[src/rtl/nibble_add_seq_if.sv]
// Bus bundle for nibble_add_seq: requester command, response and the
// external 4-bit adder slice wiring. The optional overflow flag is present
// only when NIBBLE_ADD_OVF_EN is defined.
interface nibble_add_seq_if #(
  parameter int NIBBLES = 4
);
  logic                   req_valid;
  logic                   req_ready;
  logic [4*NIBBLES-1:0]   req_a;
  logic [4*NIBBLES-1:0]   req_b;
  logic                   req_cin;
  logic                   rsp_valid;
  logic                   rsp_ready;
  logic [4*NIBBLES-1:0]   rsp_sum;
  logic                   rsp_cout;
`ifdef NIBBLE_ADD_OVF_EN
  logic                   rsp_ovf;
`endif
  logic [3:0]             add_in_1;
  logic [3:0]             add_in_2;
  logic                   add_in_3;
  logic [3:0]             add_out_1;
  logic                   add_out_2;

  // Controller side
  modport slave (
    input  req_valid, req_a, req_b, req_cin, rsp_ready, add_out_1, add_out_2,
`ifdef NIBBLE_ADD_OVF_EN
    output rsp_ovf,
`endif
    output req_ready, rsp_valid, rsp_sum, rsp_cout, add_in_1, add_in_2, add_in_3
  );

  // Requester / adder-slice side
  modport master (
    output req_valid, req_a, req_b, req_cin, rsp_ready, add_out_1, add_out_2,
`ifdef NIBBLE_ADD_OVF_EN
    input  rsp_ovf,
`endif
    input  req_ready, rsp_valid, rsp_sum, rsp_cout, add_in_1, add_in_2, add_in_3
  );
endinterface

[src/rtl/nibble_add_seq.sv]
// nibble_add_seq: sequences a 4*NIBBLES-bit addition through one external
// 4-bit full-adder slice, least significant nibble first, carry chained
// through a register. Optional macro NIBBLE_ADD_OVF_EN adds rsp_ovf, the
// signed two's-complement overflow flag. The interface instance must be
// built with the same NIBBLES value as this module.
module nibble_add_seq #(
  parameter int NIBBLES = 4
) (
  input  logic              sim_clk,
  input  logic              reset,
  nibble_add_seq_if.slave   bus
);
  localparam int W  = 4 * NIBBLES;
  localparam int IW = (NIBBLES > 1) ? $clog2(NIBBLES) : 1;
  localparam logic [IW-1:0] LAST = IW'(NIBBLES - 1);

  typedef enum logic [1:0] {IDLE, RUN, DONE} state_t;

  state_t          state;
  state_t          state_next;
  logic [IW-1:0]   idx;
  logic            carry;
  logic [W-1:0]    a_reg;
  logic [W-1:0]    b_reg;
  logic [W-1:0]    sum_reg;
`ifdef NIBBLE_ADD_OVF_EN
  logic            ovf_reg;
`endif

  // State register
  always_ff @(posedge sim_clk or posedge reset) begin
    if (reset) state <= IDLE;
    else       state <= state_next;
  end

  // Next-state and output decode; adder slice sees zeros outside RUN
  always_comb begin
    state_next    = state;
    bus.req_ready = 1'b0;
    bus.rsp_valid = 1'b0;
    bus.add_in_1  = '0;
    bus.add_in_2  = '0;
    bus.add_in_3  = 1'b0;
    bus.rsp_sum   = sum_reg;
    bus.rsp_cout  = carry;
`ifdef NIBBLE_ADD_OVF_EN
    bus.rsp_ovf   = ovf_reg;
`endif
    case (state)
      IDLE: begin
        bus.req_ready = 1'b1;
        if (bus.req_valid) state_next = RUN;
      end
      RUN: begin
        bus.add_in_1 = a_reg[{idx, 2'b00} +: 4];
        bus.add_in_2 = b_reg[{idx, 2'b00} +: 4];
        bus.add_in_3 = carry;
        if (idx == LAST) state_next = DONE;
      end
      DONE: begin
        bus.rsp_valid = 1'b1;
        if (bus.rsp_ready) state_next = IDLE;
      end
      default: state_next = IDLE;
    endcase
  end

  // Operand capture, per-nibble sum accumulation and carry chaining
  always_ff @(posedge sim_clk or posedge reset) begin
    if (reset) begin
      idx     <= '0;
      carry   <= 1'b0;
      a_reg   <= '0;
      b_reg   <= '0;
      sum_reg <= '0;
`ifdef NIBBLE_ADD_OVF_EN
      ovf_reg <= 1'b0;
`endif
    end else begin
      case (state)
        IDLE: begin
          if (bus.req_valid) begin
            a_reg   <= bus.req_a;
            b_reg   <= bus.req_b;
            carry   <= bus.req_cin;
            idx     <= '0;
            sum_reg <= '0;
`ifdef NIBBLE_ADD_OVF_EN
            ovf_reg <= 1'b0;
`endif
          end
        end
        RUN: begin
          sum_reg[{idx, 2'b00} +: 4] <= bus.add_out_1;
          carry                      <= bus.add_out_2;
          if (idx == LAST) begin
`ifdef NIBBLE_ADD_OVF_EN
            // Final sum MSB is add_out_1[3] on this edge, not yet in sum_reg
            ovf_reg <= (a_reg[W-1] == b_reg[W-1]) &&
                       (bus.add_out_1[3] != a_reg[W-1]);
`endif
          end else begin
            idx <= idx + 1'b1;
          end
        end
        default: ;
      endcase
    end
  end
endmodule

[src/flat_wrapper.sv]
// flat-port wrapper written by rule: the top's interface ports become plain ports
module nibble_add_seq_flat 
#(
  parameter int NIBBLES = 4
)
  (sim_clk, reset, bus_req_valid, bus_req_a, bus_req_b, bus_req_cin, bus_rsp_ready, bus_add_out_1, bus_add_out_2, bus_req_ready, bus_rsp_valid, bus_rsp_sum, bus_rsp_cout, bus_add_in_1, bus_add_in_2, bus_add_in_3);
  nibble_add_seq_if #(.NIBBLES(NIBBLES)) bus_i ();
  input  logic sim_clk;
  input  logic reset;
  input wire logic [$bits(bus_i.req_valid)-1:0] bus_req_valid;
  input wire logic [$bits(bus_i.req_a)-1:0] bus_req_a;
  input wire logic [$bits(bus_i.req_b)-1:0] bus_req_b;
  input wire logic [$bits(bus_i.req_cin)-1:0] bus_req_cin;
  input wire logic [$bits(bus_i.rsp_ready)-1:0] bus_rsp_ready;
  input wire logic [$bits(bus_i.add_out_1)-1:0] bus_add_out_1;
  input wire logic [$bits(bus_i.add_out_2)-1:0] bus_add_out_2;
  output wire logic [$bits(bus_i.req_ready)-1:0] bus_req_ready;
  output wire logic [$bits(bus_i.rsp_valid)-1:0] bus_rsp_valid;
  output wire logic [$bits(bus_i.rsp_sum)-1:0] bus_rsp_sum;
  output wire logic [$bits(bus_i.rsp_cout)-1:0] bus_rsp_cout;
  output wire logic [$bits(bus_i.add_in_1)-1:0] bus_add_in_1;
  output wire logic [$bits(bus_i.add_in_2)-1:0] bus_add_in_2;
  output wire logic [$bits(bus_i.add_in_3)-1:0] bus_add_in_3;
  assign bus_i.req_valid = bus_req_valid;
  assign bus_i.req_a = bus_req_a;
  assign bus_i.req_b = bus_req_b;
  assign bus_i.req_cin = bus_req_cin;
  assign bus_i.rsp_ready = bus_rsp_ready;
  assign bus_i.add_out_1 = bus_add_out_1;
  assign bus_i.add_out_2 = bus_add_out_2;
  assign bus_req_ready = bus_i.req_ready;
  assign bus_rsp_valid = bus_i.rsp_valid;
  assign bus_rsp_sum = bus_i.rsp_sum;
  assign bus_rsp_cout = bus_i.rsp_cout;
  assign bus_add_in_1 = bus_i.add_in_1;
  assign bus_add_in_2 = bus_i.add_in_2;
  assign bus_add_in_3 = bus_i.add_in_3;
  nibble_add_seq #(.NIBBLES(NIBBLES)) u_core (.sim_clk(sim_clk), .reset(reset), .bus(bus_i));
endmodule
[config.mk]
export PLATFORM = sky130hd
export DESIGN_NAME = nibble_add_seq_flat
export DESIGN_NICKNAME = d
export VERILOG_FILES = /design/src/rtl/nibble_add_seq_if.sv /design/src/rtl/nibble_add_seq.sv /design/src/flat_wrapper.sv
export SDC_FILE = /design/constraint.sdc
export NUM_CORES = 1
export LEC_CHECK = 0
export CAP_MARGIN = 20
export CELL_PAD_IN_SITES_DETAIL_PLACEMENT = 0
export CELL_PAD_IN_SITES_GLOBAL_PLACEMENT = 2
export CORE_ASPECT_RATIO = 1.2
export CORE_UTILIZATION = 31
export CTS_BUF_LIST = sky130_fd_sc_hd__clkbuf_4 sky130_fd_sc_hd__clkbuf_8
export CTS_CLUSTER_DIAMETER = 30
export DETAILED_ROUTE_END_ITERATION = 10
export PLACE_DENSITY = 0.78
export SLEW_MARGIN = 15
export SYNTH_ARGS = -nofsm -noshare
export SYNTH_HDL_FRONTEND = slang
export SYNTH_SLANG_ARGS = --single-unit
export TNS_END_PERCENT = 30
[constraint.sdc]
create_clock -name sim_clk -period 5.38 [get_ports sim_clk]
set_clock_uncertainty 0.15 [all_clocks]
set_input_delay 0.538 -clock sim_clk [delete_from_list [all_inputs] [get_ports sim_clk]]
set_output_delay 0.538 -clock sim_clk [all_outputs]
set_load 0.01 [all_outputs]
==> metrics <==
total of fill cells in the finished design=710; final setup fails=0; count of vias placed by the detailed router=between 1.5k and 2k; Starting Density=0.320; Slew HR=0.378; sort of element at the start of the critical path=register; category of the critical setup timing path=reg -> out; clock period minus worst slack=3.14 ns; global-route wire length before repair=roughly 8700 um; total routing usage reported by global routing=0.134; Vias per Instance=between 4 and 5; final design instance area without fill=between 3000 and 4000 um^2; mean post-synth cell area=14.8 um^2; fraction of the core area covered by cells at the end of the flow=0.431; Top-Level Pins=70; layout cell share with drive strength beyond 1=0.228; die outline width=~83 um; highest achievable clock rate=about 0.32 GHz; worst-path maximum fanout=12; worst r2r dst=u_core.bus.rsp_sum[9]; Bufs on Longest Clock Path=2; proportion of register bits with asynchronous set or reset after synthesis=1.00; Final period util=0.583; synth top area cells=dfrtp_1 (54%), mux2_2 (14%), mux4_2 (7.4%); final global-route overflow total=0; cell type with the largest total area after synthesis=dfrtp_1; area inside the core boundary=around 7700 um^2; outcome=finished clean; Resized cells post-CTS=0; Die Height=99.4 um; number of optimization iterations in the first detailed-route pass=4; number of enable flip-flop cells after synthesis=0; terminating pin of the worst hold path=u_core.b_reg[5]; Leakage Power=1.37 nW; classification of the worst-slack hold path=reg -> reg; total power divided by cell area=around 530 nW/um^2; Final Hold Viols=0; cell at the root of the clock tree=clkbuf_8; top cell type's share of synthesized area=0.542; top cell types by occurrence after synthesis=dfrtp_1 (53), mux2_2 (30), a22o_1 (17), and2_1 (9), mux4_2 (8); count of mapped cells out of synthesis=between 150 and 200; Post-Synthesis Net Count=214; routability-driven placement congestion ratio=0.698; Die Outline Area=8260 um^2; port bufs=~70; clock tree from TritonCTS=built; Clock Sink Count=53; accumulated negative setup slack=0 ns; Layout area overhead=34.8%; # diodes=0; part of the Yosys area used for sequential elements=0.542; Hold Crit Depth=1; Reg-to-Reg Start=u_core.idx[0]; main flop type after synthesis=dfrtp_1; measured slew at the worst slew-check pin=between 0.9 and 1 ns; Worst IR Drop VDD=between 0.15 and 0.2 mV; total of max-cap violations=0; Worst R2R Setup Slack=about 3 ns; Post CTS Setup Buffer Count=0; count of distinct cell types in the synthesized netlist=28; antenna violations before repair=0; cell depth of the worst flop-to-flop path=5; total routed wirelength=4980 um; area after detailed placement=between 3000 and 4000 um^2; worst hold start=u_core.b_reg[5]; # rows=35; dpl hpwl=between 3000 and 4000 um; antenna viol nets, final=0; hold slack final=about 0.35 ns; # nets final=approximately 280; largest net degree at the start of global routing=35; maximum level of the CTS H-tree=2; Critical Path RT=4.69 ns; flop and latch count out of synthesis=between 50 and 60; latest clock arrival within the worst-skew pair=about 0.30 ns; routed length per instance=~15 um; total standard cell area after synthesis=between 2000 and 2500 um^2; most frequently used cell type in the post-synthesis netlist=dfrtp_1; number of global-route vias before repair=1688; CTS Hold Buffers Added=0; Final Max Tran Viols=0; total power of the final layout=~0.0018 W; CTS buffer count=5; arrival time worst endpoint=~2.5 ns; unrepaired setup endpoints after global routing=no; clock edge transition at the registers on the reported setup and hold paths=about 0.1 ns; Iter 0 DRT Violations=52; category of the worst setup path capture point=output port; Remaining DRCs=0; Warnings, synthesis=0
how the worst max path moves through the flow:
| stage | to | start | cells past startpoint |
|---|---|---|---|
| finish | bus_add_in_2[1] | u_core.state[0] | 3 |
| global route | bus_add_in_2[3] | u_core.state[0] | 3 |
| floorplan | bus_add_in_1[1] | u_core.idx[0] | 3 |
| detailed placement | bus_add_in_2[3] | u_core.state[0] | 3 |
| CTS | bus_add_in_2[3] | u_core.state[0] | 3 |
| global placement | bus_add_in_2[1] | u_core.state[0] | 3 |
final cells by class:
cell class                      count  area (um^2)  share of cell area
Multi-Input combinational cell    100         1040               0.314
Tap cell                           92          115              0.0349
Inverter                            5         18.8             0.00568
Clock buffer                        5         68.8              0.0208
Clock inverter                      3         17.5             0.00531
Timing Repair Buffer               71          718               0.218
Sequential cell                    53         1330               0.402
worst max-delay path: stages, from the launching register on:
cell             delay, ns
dfrtp_1               0.56
nor2b_1               0.80
and2_1                0.25
clkdlybuf4s50_1       0.54
kinds of logic after synthesis:
kind of cell / after synthesis / share of synthesized area
AO/OA/AOI/OAI: 26 / 0.0864
adder cells (fa/ha/maj): 6 / 0.0307
flip-flops: 53 / 0.542
buffers and inverters: 13 / 0.0347
multiplexers: 40 / 0.221
AND/OR/NAND/NOR: 28 / 0.0858
stage by stage:
step	std cells	setup WS, ns
after floorplan	166	3.32
after global placement	320	2.54
after detailed placement	321	2.50
after CTS	329	2.14
after global routing	329	2.05
final	329	2.24
per-layer routing:
layer	share of wire	GRT usage	vias up	wire, um
li1	-	-	742	-
met3	0.046	0.0340	6	227
met4	0.011	0.0358	0	55
met5	0	0	-	0
met2	0.51	0.235	46	2550
met1	0.43	0.165	802	2150
report_power, final:
group	leakage (nW)	switching (W)	internal [W]
Sequential	0.659	0.000139	0.000570
Clock	0.0439	0.000130	0.0000901
Combinational	0.663	0.000323	0.000509
Total	1.37	0.000592	0.00117
cell usage in the layout, fill, tap and decap left out, drive strengths merged:
| cell type | netlist | routed |
|---|---|---|
| a21o | 4 | 4 |
| a22o | 17 | 17 |
| a22oi | 1 | 1 |
| and2 | 9 | 9 |
| and4 | 1 | 1 |
| buf | 7 | 2 |
| clkbuf | 1 | 5 |
| clkdlybuf4s50 | 0 | 69 |
| clkinv | 0 | 2 |
| clkinvlp | 0 | 1 |
| dfrtp | 53 | 53 |
| ha | 6 | 6 |
| inv | 5 | 5 |
| mux2 | 32 | 32 |
| mux4 | 8 | 8 |
| nand2 | 6 | 6 |
| nand2b | 3 | 3 |
| nand3b | 1 | 1 |
| nor2 | 1 | 1 |
| nor2b | 2 | 2 |
| nor3 | 1 | 1 |
| nor3b | 1 | 1 |
| nor4 | 2 | 2 |
| o21ai | 2 | 2 |
| o22ai | 1 | 1 |
| o32ai | 1 | 1 |
| or3 | 1 | 1 |
Power figures use the tool's default switching activity.
